===== src/rtl/clk_div_prog_if.sv =====
// clk_div_prog_if: run enables, divisor-load handshake and per-channel outputs of clk_div_prog
interface clk_div_prog_if #(
  parameter int N_CH  = 4,
  parameter int DIV_W = 27
);
  localparam int CH_W = N_CH > 1 ? $clog2(N_CH) : 1;
  logic [N_CH-1:0]  en;
  logic             cfg_valid;
  logic [CH_W-1:0]  cfg_ch;
  logic [DIV_W-1:0] cfg_half;
  logic             cfg_ready;
  logic [N_CH-1:0]  clk_out;
  logic [N_CH-1:0]  tick;
  modport master (output en, cfg_valid, cfg_ch, cfg_half, input cfg_ready, clk_out, tick);
  modport slave (input en, cfg_valid, cfg_ch, cfg_half, output cfg_ready, clk_out, tick);
endinterface


===== src/rtl/clk_div_prog.sv =====
// clk_div_prog: N_CH programmable glitch-free clock dividers; CLKDIV_SYNC_EN adds a sync input for phase alignment
module clk_div_prog #(
  parameter int N_CH         = 4,
  parameter int FREQ_IN      = 100000000,
  parameter int FREQ_OUT     = 30,
  parameter int DIV_W        = 27,
  parameter int DEFAULT_HALF = FREQ_IN / (2 * FREQ_OUT)
) (
  input logic clk_in,
  input logic reset,
`ifdef CLKDIV_SYNC_EN
  input logic sync,
`endif
  clk_div_prog_if.slave bus
);
  logic [N_CH-1:0] w_pend;
  logic            w_sync;
`ifdef CLKDIV_SYNC_EN
  assign w_sync = sync;
`else
  assign w_sync = 1'b0;
`endif
  // out-of-range channel numbers are always accepted and simply dropped
  assign bus.cfg_ready = (32'(bus.cfg_ch) < N_CH) ? ~w_pend[bus.cfg_ch] : 1'b1;
  genvar g;
  generate
    for (g = 0; g < N_CH; g++) begin : g_ch
      logic [DIV_W-1:0] r_cnt, r_half, r_pend_val;
      logic             r_pend, r_clk, r_tick;
      logic [DIV_W-1:0] w_hm1;
      logic             w_bound, w_load;
      // a half-period of 0 is treated as 1 so the counter always wraps
      assign w_hm1   = (r_half == '0) ? '0 : r_half - DIV_W'(1);
      assign w_bound = r_cnt == w_hm1;
      assign w_load  = bus.cfg_valid && bus.cfg_ready && (32'(bus.cfg_ch) == g);
      assign w_pend[g]      = r_pend;
      assign bus.clk_out[g] = r_clk;
      assign bus.tick[g]    = r_tick;
      // counter, output toggle and deferred divisor update; new half only lands on a boundary or while idle
      always_ff @(posedge clk_in) begin
        if (reset) begin
          r_cnt      <= '0;
          r_half     <= DIV_W'(DEFAULT_HALF);
          r_pend_val <= '0;
          r_pend     <= 1'b0;
          r_clk      <= 1'b0;
          r_tick     <= 1'b0;
        end else begin
          if (w_load) begin
            r_pend     <= 1'b1;
            r_pend_val <= bus.cfg_half;
          end
          if (w_sync || !bus.en[g]) begin
            r_cnt  <= '0;
            r_clk  <= 1'b0;
            r_tick <= 1'b0;
            if (r_pend) begin
              r_half <= r_pend_val;
              r_pend <= 1'b0;
            end
          end else if (w_bound) begin
            r_cnt  <= '0;
            r_clk  <= ~r_clk;
            r_tick <= ~r_clk;
            if (r_pend) begin
              r_half <= r_pend_val;
              r_pend <= 1'b0;
            end
          end else begin
            r_cnt  <= r_cnt + DIV_W'(1);
            r_tick <= 1'b0;
          end
        end
      end
    end
  endgenerate
endmodule


===== src/flat_wrapper.sv =====
// flat-port wrapper written by rule: the top's interface ports become plain ports
module clk_div_prog_flat 
#(
  parameter int N_CH         = 4,
  parameter int FREQ_IN      = 100000000,
  parameter int FREQ_OUT     = 30,
  parameter int DIV_W        = 27,
  parameter int DEFAULT_HALF = FREQ_IN / (2 * FREQ_OUT)
)
  (clk_in, reset, bus_en, bus_cfg_valid, bus_cfg_ch, bus_cfg_half, bus_cfg_ready, bus_clk_out, bus_tick);
  clk_div_prog_if #(.N_CH(N_CH), .DIV_W(DIV_W)) bus_i ();
  input logic clk_in;
  input logic reset;
  input wire logic [$bits(bus_i.en)-1:0] bus_en;
  input wire logic [$bits(bus_i.cfg_valid)-1:0] bus_cfg_valid;
  input wire logic [$bits(bus_i.cfg_ch)-1:0] bus_cfg_ch;
  input wire logic [$bits(bus_i.cfg_half)-1:0] bus_cfg_half;
  output wire logic [$bits(bus_i.cfg_ready)-1:0] bus_cfg_ready;
  output wire logic [$bits(bus_i.clk_out)-1:0] bus_clk_out;
  output wire logic [$bits(bus_i.tick)-1:0] bus_tick;
  assign bus_i.en = bus_en;
  assign bus_i.cfg_valid = bus_cfg_valid;
  assign bus_i.cfg_ch = bus_cfg_ch;
  assign bus_i.cfg_half = bus_cfg_half;
  assign bus_cfg_ready = bus_i.cfg_ready;
  assign bus_clk_out = bus_i.clk_out;
  assign bus_tick = bus_i.tick;
  clk_div_prog #(.N_CH(N_CH), .FREQ_IN(FREQ_IN), .FREQ_OUT(FREQ_OUT), .DIV_W(DIV_W), .DEFAULT_HALF(DEFAULT_HALF)) u_core (.clk_in(clk_in), .reset(reset), .bus(bus_i));
endmodule

===== config.mk =====
export PLATFORM = sky130hd
export DESIGN_NAME = clk_div_prog_flat
export DESIGN_NICKNAME = d
export VERILOG_FILES = /design/src/rtl/clk_div_prog_if.sv /design/src/rtl/clk_div_prog.sv /design/src/flat_wrapper.sv
export SDC_FILE = /design/constraint.sdc
export NUM_CORES = 1
export LEC_CHECK = 0
export CORE_ASPECT_RATIO = 1.5
export CORE_UTILIZATION = 55
export CTS_CLUSTER_SIZE = 24
export DETAILED_ROUTE_END_ITERATION = 10
export GPL_ROUTABILITY_DRIVEN = 0
export MAX_ROUTING_LAYER = met4
export PLACE_DENSITY = 0.7
export SETUP_SLACK_MARGIN = 0.5
export SYNTH_ARGS = -nofsm -noshare
export SYNTH_HDL_FRONTEND = slang
export SYNTH_SLANG_ARGS = --single-unit

===== constraint.sdc =====
create_clock -name clk_in -period 4.57 [get_ports clk_in]
set_input_delay 0.457 -clock clk_in [delete_from_list [all_inputs] [get_ports clk_in]]
set_output_delay 0.457 -clock clk_in [all_outputs]
set_load 0.05 [all_outputs]

==> results of run 1 <==
==> cell type report <==
class / instances / share of cell area [%]
Clock buffer: 43 / 4.61
Clock inverter: 18 / 1.22
Inverter: 44 / 0.779
Multi-Input combinational cell: 1880 / 55.2
Sequential cell: 336 / 31.7
Tap cell: 467 / 2.76
Timing Repair Buffer: 83 / 3.75
==> critical path: cells and delay by family, from the launching register on <==
kind,cells,cell delay (ns)
muxes,2,0.58
AOI/OAI and AO/OA,2,0.50
and+or+nand+nor,5,2.10
DFF,1,0.39
buffers and inverters,1,0.25
==> cell usage after synthesis (all sizes together) (6+ instances only) <==
master and count:
a211o 6, a211oi 17, a21oi 156, a221oi 6, a31oi 6, and2 9
and3 30, and4 7, buf 51, clkbuf 114, dfxtp 336, ha 8
inv 44, mux2i 121, nand2 309, nand2b 134, nand3 72, nand3b 11
nand4 45, nor2 311, nor2b 9, nor3 62, nor3b 15, nor4 50
nor4b 14, o2111ai 8, o211ai 9, o21ai 48, o21bai 7, o31a 9
o31ai 14, or2 14, or3 34, or4 42, xnor2 107, xor2 89
==> worst max path at each step <==
stage / from / end / slack, ns / cells after the start
global route: u_core.g_ch[3].r_half[11] / u_core.g_ch[3].r_half[13] / 0.51 / 10
CTS: u_core.g_ch[2].r_half[0] / u_core.g_ch[2].r_half[1] / 0.52 / 12
detailed placement: u_core.g_ch[1].r_half[11] / u_core.g_ch[1].r_half[0] / 0.34 / 11
finish: u_core.g_ch[3].r_half[11] / u_core.g_ch[3].r_half[13] / 0.67 / 10
floorplan: u_core.g_ch[3].r_half[11] / u_core.g_ch[3].r_half[10] / 0.70 / 13
global placement: u_core.g_ch[1].r_half[11] / u_core.g_ch[1].r_half[24] / 0.45 / 11
==> sequential cells by signal (all words and copies together), names as in the netlist <==
signal                  cells
u_core.g_ch.r_cnt         108
u_core.g_ch.r_pend_val    108
u_core.g_ch.r_tick          4
u_core.g_ch.r_half        108
u_core.g_ch.r_clk           4
u_core.g_ch.r_pend          4
==> where the power goes <==
| part | internal, mW | switching (mW) | total (mW) |
|---|---|---|---|
| sequential | 2.98 | 0.0527 | 3.03 |
| combinational | 0.142 | 0.219 | 0.361 |
| clock | 1.87 | 1.21 | 3.08 |
| total | 4.99 | 1.49 | 6.47 |
==> per-stage QoR <==
step	instance area, µm²	power [mW]
after floorplan	19200	3.32
after global placement	19900	3.44
after detailed placement	19900	3.45
after CTS	21100	6.53
after global routing	21200	6.69
final	21200	6.47
==> cell families after synthesis <==
logic type,after synthesis
AND/OR/NAND/NOR,1190
AO/OA/AOI/OAI,359
flip-flops,336
buffers and inverters,209
XOR/XNOR,199
multiplexers,124
adder cells (fa/ha/maj),8
==> cell usage in the layout (no fill, tap or decap), types with 10 or more instances in the layout <==
cell type and n:
nor3b_1 13, nor2_1 310, or3_1 32, nand2b_1 134
nand3b_1 11, nor4b_1 11, inv_1 44, nand3_1 72
or2_2 13, xor2_1 89, xnor2_1 107, nor4_2 10
nand4_1 45, buf_4 33, nor4_1 39, or4_1 32
mux2i_1 121, o21ai_0 48, clkbuf_16 37, o31ai_1 14
a21oi_1 156, nor3_1 58, clkdlybuf4s50_1 43, dfxtp_1 336
or4_4 10, a211oi_1 16, nand2_1 309, and3_1 29
==> routing by layer <==
metal  track usage [%]  up-vias  share of wire, %
met3              3.27      177               4.0
met1              32.8     7957                42
met2              47.7      480                48
met4              18.4        0               6.6
met5                 -        -                 0
li1                  -     8355                 -
==> what timing repair did <==
item                       CTS  global route
setup buffers                0             0
hold buffers                 0             0
setup endpoints to repair   81           181
resized for setup            3            12
==> impl_metrics.env, run 1 <==
export IMPL_maxCapViolations=0
export IMPL_area_delta_synth_final_pct=10.2
export IMPL_synth_top_cell_by_area="dfxtp_1"
export IMPL_numCtsBuffers=35
export IMPL_grt_max_degree=123
export IMPL_finish_utilization_pct=61.7
export IMPL_die_x_um=155
export IMPL_synthSimpleGateAreaFrac_pct=31.5
export IMPL_ctsRootBufferMaster="clkbuf_16"
export IMPL_finalHoldViolCount=0
export IMPL_cts_max_level=2
export IMPL_worstHoldEndpoint="u_core.g_ch[0].r_pend_val[10]"
export IMPL_synth_compound_area_share_pct=12.3
export IMPL_synthArstFlopShare_pct=0
export IMPL_setup_viol=0
export IMPL_ff2ff_setup_slack_ns=0.67
export IMPL_vias_per_cell=5.91
export IMPL_drtPass1Iterations=5
export IMPL_critical_path_class="reg2reg"
export IMPL_netlist_area_leader_share_pct=34.9
export IMPL_r2r_end="u_core.g_ch[3].r_half[13]"
export IMPL_cpMaxStageDelayCell="or4_4"
export IMPL_fin_skew_ns=0.0153
export IMPL_synth_xor_area_share_pct=9.27
export IMPL_cp_required_ns=5.03
export IMPL_period_share_pct=85.2
export IMPL_grt_overflow=0
export IMPL_holdPathStages=2
export IMPL_nets=2424
export IMPL_relSlewSlack_pct=20.9
export IMPL_clk_path_buf_depth=3
export IMPL_avgSynthCellArea_um2=7.94
export IMPL_critPathMaxStageDelay_ns=0.60
export IMPL_dr_first_iter_drc_count=1122
export IMPL_run_status="completed"
export IMPL_leakage_nw=6.82
export IMPL_min_period_ns=3.90
export IMPL_syn_area_um2=19200
export IMPL_yosys_most_used_dff="dfxtp_1"
export IMPL_dieArea_um2=35800
export IMPL_fmax_ghz=0.257
export IMPL_ys_warn_count=0
export IMPL_io_buffers=44
export IMPL_route_detailed_drc=0
export IMPL_startpoint_type="register"
export IMPL_instances_no_fill=2871
export IMPL_vias=17000
export IMPL_cts_tree="built"
export IMPL_ys_ff_latch=336
export IMPL_min_delay_start="u_core.g_ch[0].r_pend_val[10]"
export IMPL_seq_area_um2=6730
export IMPL_syn_instance_count=2425
export IMPL_grt_pass1_vias=15900
export IMPL_critPathMaxFanout=27
export IMPL_peakVddDrop_mv=0.249
export IMPL_die_h_um=231
export IMPL_placedCellCount=2810
export IMPL_start_util_pct=56.0
export IMPL_cts_sinks=336
export IMPL_path_clk_slew_ns=0.06
export IMPL_path_cells="or4_1 -> or4_4 -> nor4_2 -> mux2_2 -> or3_1 -> o311ai_1 -> nand4b_4 -> o32ai_4 -> buf_12 -> mux2i_1"
export IMPL_drive_above_1_share_pct=7.03
export IMPL_fp_coreArea_um2=34400
export IMPL_clk_latency_ns=0.54
export IMPL_synth_top_family_by_area="simple AND/OR/NAND/NOR gates"
export IMPL_antenna_left=0
export IMPL_fillCellCount=3031
export IMPL_num_antenna_cells=0
export IMPL_r2r_start="u_core.g_ch[3].r_half[11]"
export IMPL_ios=45
export IMPL_hold_class="reg2reg"
export IMPL_ff2ff_path_depth=10
export IMPL_worstPathArrival_ns=4.35
export IMPL_yosysUniqueCellTypes=94
export IMPL_pre_cts_ws_ns=0.336
export IMPL_grt_pass1_wl_um=81100
export IMPL_dp_hpwl_um=36400
export IMPL_drv_slew=0
export IMPL_fin_setup_tns_ns=0
export IMPL_synth_yosys_seq_area_share_pct=34.9
export IMPL_fin_ws_ns=0.675
export IMPL_synth_edf_count=0
export IMPL_multi_input_area_um2=11700
export IMPL_worst_pin_slew_ns=1.18
export IMPL_synthAdderAreaFrac_pct=0.520
export IMPL_rows=83
export IMPL_synthTopCellsByArea="dfxtp_1 35%, mux2i_1 6.3%, nor2_1 6.0%, nand2_1 6.0%, xnor2_1 4.9%"
export IMPL_wl_per_cell_um=17.5
export IMPL_power_per_cell_area_nw_per_um2=305
export IMPL_yosys_mux_area_fraction_pct=6.53
export IMPL_hold_ws_ns=0.454
export IMPL_syn_nets=2469
export IMPL_antenna_found_initial=0
export IMPL_grt_total_usage_pct=28.7
export IMPL_wirelength_um=50200
export IMPL_cp_end_kind="register"
export IMPL_grt_setup_unrepaired="false"
Note: power is estimated with default switching activity, not from simulation.
==> run 2, diff against run 1 <==
--- a/config.mk
+++ b/config.mk
@@ -13,6 +13,7 @@
 export MAX_ROUTING_LAYER = met4
 export PLACE_DENSITY = 0.7
 export SETUP_SLACK_MARGIN = 0.5
+export SKIP_CTS_REPAIR_TIMING = 1
 export SYNTH_ARGS = -nofsm -noshare
 export SYNTH_HDL_FRONTEND = slang
 export SYNTH_SLANG_ARGS = --single-unit
==> impl_metrics.env, run 2 (synthesis gave the netlist of run 1 again) <==
export IMPL_path_buf_inv=1
export IMPL_maxCapViolations=0
export IMPL_rows=83
export IMPL_dp_hpwl_um=36400
export IMPL_worst_pin_slew_ns=1.18
export IMPL_leakage_nw=6.82
export IMPL_critical_path_class="reg2reg"
export IMPL_grt_setup_unrepaired="false"
export IMPL_antenna_found_initial=0
export IMPL_wl_per_cell_um=17.5
export IMPL_drtPass1Iterations=5
export IMPL_start_util_pct=56.0
export IMPL_nets=2424
export IMPL_path_cells="or4_1 -> or4_4 -> nor4_2 -> mux2_2 -> or3_1 -> o311ai_1 -> nand4b_4 -> o32ai_4 -> buf_12 -> mux2i_1"
export IMPL_vias=17000
export IMPL_cts_max_level=2
export IMPL_startpoint_type="register"
export IMPL_run_status="completed"
export IMPL_area_delta_synth_final_pct=10.2
export IMPL_cts_tree="built"
export IMPL_cts_sinks=336
export IMPL_fin_skew_ns=0.0153
export IMPL_die_x_um=155
export IMPL_worstPathArrival_ns=4.35
export IMPL_power_per_cell_area_nw_per_um2=305
export IMPL_clk_latency_ns=0.54
export IMPL_io_buffers=44
export IMPL_switching_power_mw=1.49
export IMPL_dr_first_iter_drc_count=1112
export IMPL_sequentialPowerShare_pct=46.8
export IMPL_hold_class="reg2reg"
export IMPL_grt_pass1_wl_um=81100
export IMPL_critPathMaxFanout=27
export IMPL_layout_cells_most_common="dfxtp_1"
export IMPL_min_period_ns=3.90
export IMPL_fp_coreArea_um2=34400
export IMPL_cp_required_ns=5.03
export IMPL_crit_family="simple AND/OR/NAND/NOR gates"
export IMPL_period_share_pct=85.2
export IMPL_pre_cts_ws_ns=0.336
export IMPL_fin_setup_tns_ns=0
export IMPL_drv_slew=0
export IMPL_path_clk_slew_ns=0.06
export IMPL_fillCellCount=3031
export IMPL_grt_pass1_vias=15900
export IMPL_dieArea_um2=35800
export IMPL_numCtsBuffers=35
export IMPL_ctsRootBufferMaster="clkbuf_16"
export IMPL_p_int_mw=4.99
export IMPL_finalHoldViolCount=0
export IMPL_cpMaxStageDelayCell="or4_4"
export IMPL_route_detailed_drc=0
export IMPL_pwr_share_comb_pct=5.6
export IMPL_num_antenna_cells=0
export IMPL_largestRegisters="u_core.g_ch.r_cnt: 108 flops, u_core.g_ch.r_half: 108 flops, u_core.g_ch.r_pend_val: 108 flops"
export IMPL_cp_end_kind="register"
export IMPL_final_cell_mix="336 x dfxtp_1, 310 x nor2_1, 309 x nand2_1"
export IMPL_power_share_clock_pct=47.6
export IMPL_hold_ws_ns=0.454
export IMPL_finish_utilization_pct=61.7
export IMPL_clk_path_buf_depth=3
export IMPL_fmax_ghz=0.257
export IMPL_drive_above_1_share_pct=7.03
export IMPL_vias_per_cell=5.90
export IMPL_die_h_um=231
export IMPL_grt_overflow=0
export IMPL_wirelength_um=50200
export IMPL_setup_viol=0
export IMPL_grt_total_usage_pct=28.7
export IMPL_relSlewSlack_pct=20.9
export IMPL_power_share_switching_pct=23.0
export IMPL_antenna_left=0
export IMPL_grt_max_degree=123
export IMPL_peakVddDrop_mv=0.249
export IMPL_ios=45
export IMPL_critPathMaxStageDelay_ns=0.60
export IMPL_fin_ws_ns=0.675
==> run 2: per-stage QoR <==
stage	power, mW	instance area (µm²)	cells
after global placement	3.44	19900	2810
after detailed placement	3.45	19900	2810
after global routing	6.69	21200	2871
after CTS	6.53	21100	2871
final	6.47	21200	2871
after floorplan	3.32	19200	2425
==> run 2: layer usage <==
layer	wire (µm)	up-vias	GRT usage (%)
met5	0	-	-
met2	24000	500	47.7
met3	2030	174	3.27
met4	3330	0	18.4
met1	20800	7929	32.8
li1	-	8349	-
==> run 2: worst paths after layout <==
path	startpoint	end	slack, ns	cells past startpoint
setup / recovery	u_core.g_ch[3].r_half[11]	u_core.g_ch[3].r_half[13]	0.67	10
setup reg to reg	u_core.g_ch[3].r_half[11]	u_core.g_ch[3].r_half[13]	0.67	10
hold reg to reg	u_core.g_ch[0].r_pend_val[10]	u_core.g_ch[0].r_pend_val[10]	0.45	2
hold / removal	u_core.g_ch[0].r_pend_val[10]	u_core.g_ch[0].r_pend_val[10]	0.45	2
==> run 2: cell type report <==
cell class	count	area, µm²	share of cell area [%]
sequential	336	6730	31.7
tap	467	584	2.76
inverter	44	165	0.779
multi-input combinational	1880	11700	55.2
clock buffer	43	978	4.61
timing repair buffer	83	795	3.75
clock inverter	18	258	1.22
==> run 2: power by group through the flow <==
stage	logic, mW	registers (mW)	clock network, mW
6_report	0.361	3.03	3.08
5_1_grt	0.393	3.04	3.26
4_1_cts	0.360	3.03	3.14
3_5_place_dp	0.359	3.09	0
3_3_place_gp	0.352	3.09	0
2_1_floorplan	0.245	3.07	0
==> run 2: worst min-delay path, delay by kind of cell, from the launching register on <==
kind	cells	cell delay, ns
AO/OA/AOI/OAI	1	0.05
AND/OR/NAND/NOR	1	0.05
flip-flops	1	0.31
==> run 3, diff against run 2 <==
--- a/config.mk
+++ b/config.mk
@@ -5,6 +5,7 @@
 export SDC_FILE = /design/constraint.sdc
 export NUM_CORES = 1
 export LEC_CHECK = 0
+export ABC_AREA = 1
 export CORE_ASPECT_RATIO = 1.5
 export CORE_UTILIZATION = 55
 export CTS_CLUSTER_SIZE = 24
==> impl_metrics.env, run 3 <==
export IMPL_worstHoldEndpoint="u_core.g_ch[1].r_pend_val[18]"
export IMPL_cp_required_ns=4.97
export IMPL_area_delta_synth_final_pct=8.93
export IMPL_worst_pin_slew_ns=1.13
export IMPL_period_share_pct=78.9
export IMPL_grt_pass1_wl_um=85700
export IMPL_min_period_ns=3.61
export IMPL_cpMaxStageDelayCell="nand4_2"
export IMPL_grt_total_usage_pct=30.1
export IMPL_path_cells="nor2_1 -> nand2_1 -> nor2_1 -> nand4_2 -> nand3_1 -> xor2_1 -> nor2_1 -> nand3_2 -> o21ai_4 -> nand2_1 -> nand2_1 -> nand3_1"
export IMPL_peakVddDrop_mv=0.315
export IMPL_synth_top_cells_by_count="763 x nand2_1, 475 x nor2_1, 344 x nand3_1"
export IMPL_run_status="completed"
export IMPL_synth_top_cell_by_area="dfxtp_1"
export IMPL_grt_max_degree=73
export IMPL_cts_sinks=336
export IMPL_dr_first_iter_drc_count=1238
export IMPL_syn_area_um2=19200
export IMPL_avgSynthCellArea_um2=6.30
export IMPL_fin_setup_tns_ns=0
export IMPL_layout_cells_most_common="nand2_1"
export IMPL_numCtsBuffers=34
export IMPL_grt_overflow=0
export IMPL_drive_above_1_share_pct=3.97
export IMPL_yosysUniqueCellTypes=40
export IMPL_cts_tree="built"
export IMPL_final_cell_area_um2=20900
export IMPL_cp_end_kind="register"
export IMPL_largestRegisters="u_core.g_ch.r_cnt: 108 flops, u_core.g_ch.r_half: 108 flops, u_core.g_ch.r_pend_val: 108 flops"
export IMPL_ios=45
export IMPL_rows=83
export IMPL_fp_coreArea_um2=34300
export IMPL_nets=3066
export IMPL_wirelength_um=52100
export IMPL_finish_utilization_pct=60.9
export IMPL_io_buffers=44
export IMPL_synth_yosys_seq_area_share_pct=35.1
export IMPL_syn_nets=3084
export IMPL_dp_hpwl_um=39200
export IMPL_die_x_um=154
export IMPL_power_per_cell_area_nw_per_um2=313
export IMPL_yosys_most_used_dff="dfxtp_1"
export IMPL_cts_max_level=2
export IMPL_fin_skew_ns=0.0227
export IMPL_maxCapViolations=0
export IMPL_antenna_left=0
export IMPL_placedCellCount=3410
export IMPL_r2r_end="u_core.g_ch[1].r_half[11]"
export IMPL_relSlewSlack_pct=24.3
export IMPL_startpoint_type="register"
export IMPL_synth_most_common_cell="nand2_1"
export IMPL_critPathMaxFanout=22
export IMPL_final_cell_mix="762 x nand2_1, 474 x nor2_1, 344 x nand3_1"
export IMPL_die_h_um=231
export IMPL_wl_per_cell_um=15.0
export IMPL_drtPass1Iterations=7
export IMPL_finalHoldViolCount=0
export IMPL_ys_ff_latch=336
export IMPL_synth_edf_count=0
export IMPL_holdPathStages=2
export IMPL_syn_instance_count=3040
export IMPL_min_delay_start="u_core.g_ch[1].r_pend_val[18]"
export IMPL_fmax_ghz=0.277
export IMPL_ff2ff_path_depth=12
export IMPL_start_util_pct=55.9
export IMPL_route_detailed_drc=0
export IMPL_ys_warn_count=0
export IMPL_clk_latency_ns=0.55
export IMPL_synthTopCellsByArea="dfxtp_1 35%, nand2_1 15%, nor2_1 9.3%, nand3_1 9.0%, inv_1 6.4%"
export IMPL_ctsRootBufferMaster="clkbuf_16"
export IMPL_hold_class="reg2reg"
export IMPL_setup_viol=0
export IMPL_antenna_found_initial=0
export IMPL_vias_per_cell=5.50
export IMPL_netlist_area_leader_share_pct=35.1
export IMPL_ff2ff_setup_slack_ns=0.96
export IMPL_path_clk_slew_ns=0.07
export IMPL_grt_pass1_vias=17600
export IMPL_grt_setup_unrepaired="false"
export IMPL_instances_no_fill=3472
export IMPL_num_antenna_cells=0
export IMPL_synthArstFlopShare_pct=0
export IMPL_path_buf_inv=0
export IMPL_leakage_nw=8.58
export IMPL_worstPathArrival_ns=4.00
export IMPL_crit_family="simple AND/OR/NAND/NOR gates"
export IMPL_totalPowerFinal_mw=6.52
export IMPL_r2r_start="u_core.g_ch[1].r_half[16]"
export IMPL_dieArea_um2=35600
export IMPL_clk_path_buf_depth=3
export IMPL_vias=19100
export IMPL_dpl_cell_area_um2=19700
export IMPL_drv_slew=0
export IMPL_critPathMaxStageDelay_ns=0.64
export IMPL_critical_path_class="reg2reg"
-- run 3: changes by cell type after synthesis, moves of 72 or more --
| cell | previous run | this run |
|---|---|---|
| nand3_1 | 72 | 344 |
| nor2_1 | 310 | 475 |
| mux2i_1 | 121 | 0 |
| nand2b_1 | 134 | 0 |
| nand2_1 | 309 | 763 |
| inv_1 | 44 | 329 |
| xnor2_1 | 107 | 15 |
| o21ai_0 | 48 | 120 |
-- run 3: worst min-delay path: stages, from the launching register on --
cell and delay [ns]:
dfxtp_1 0.30, inv_1 0.06, a21oi_1 0.05
-- run 3: how the worst max path moves through the flow --
stage                     slack, ns                            to                      start  cells past startpoint
after global routing           0.55     u_core.g_ch[2].r_half[20]   u_core.g_ch[2].r_half[0]                     19
after floorplan                1.53  u_core.g_ch[0].r_pend_val[1]              bus_cfg_ch[1]                      7
after global placement         0.85     u_core.g_ch[2].r_half[20]   u_core.g_ch[2].r_half[0]                     19
final                          0.96     u_core.g_ch[1].r_half[11]  u_core.g_ch[1].r_half[16]                     12
after CTS                      0.71     u_core.g_ch[2].r_half[20]   u_core.g_ch[2].r_half[0]                     19
after detailed placement       0.71     u_core.g_ch[2].r_half[14]   u_core.g_ch[2].r_half[0]                     19
-- run 3: power breakdown --
part           switching, mW  total [mW]  internal, mW  leakage (nW)
sequential            0.0663        3.07          3.01          2.72
clock                   1.21        2.94          1.72         0.580
combinational          0.341       0.512         0.171          5.28
total                   1.62        6.52          4.90          8.58
-- run 3: logic make-up (layout without fill, tap and decap cells) --
group	Yosys count	count (layout)	share of synthesized area, %
DFF	336	336	35.1
adders and majority gates	8	8	0.522
AOI/OAI and AO/OA	325	325	9.06
buffers and inverters	451	457	9.71
xor gates and xnor gates	86	86	3.93
and+or+nand+nor	1834	1835	41.7
-- run 3: through the flow --
| stage | setup WS [ns] | hold slack [ns] |
|---|---|---|
| 6_report | 0.963 | 0.456 |
| 5_1_grt | 0.548 | 0.470 |
| 4_1_cts | 0.707 | 0.457 |
| 3_5_place_dp | 0.715 | 0.447 |
| 3_3_place_gp | 0.853 | 0.439 |
| 2_1_floorplan | 1.53 | 0.427 |
-- run 3: area by class of cell --
type	count	area, µm²
fill	3427	13400
multi-input combinational	2254	10600
sequential	336	6730
inverter	332	1250
clock buffer	48	1050
timing repair buffer	64	591
tap	425	532
clock inverter	13	136
-- run 3: layer usage --
metal  wire, µm  part of all wire, %  up-vias  GRT usage (%)
met5          0                    0        -              -
met4       3170                  6.1        0           17.2
met3       2210                  4.2      166           3.51
met2      25500                   49      517           52.3
met1      21200                   41     8615           33.5
li1           -                    -     9809              -
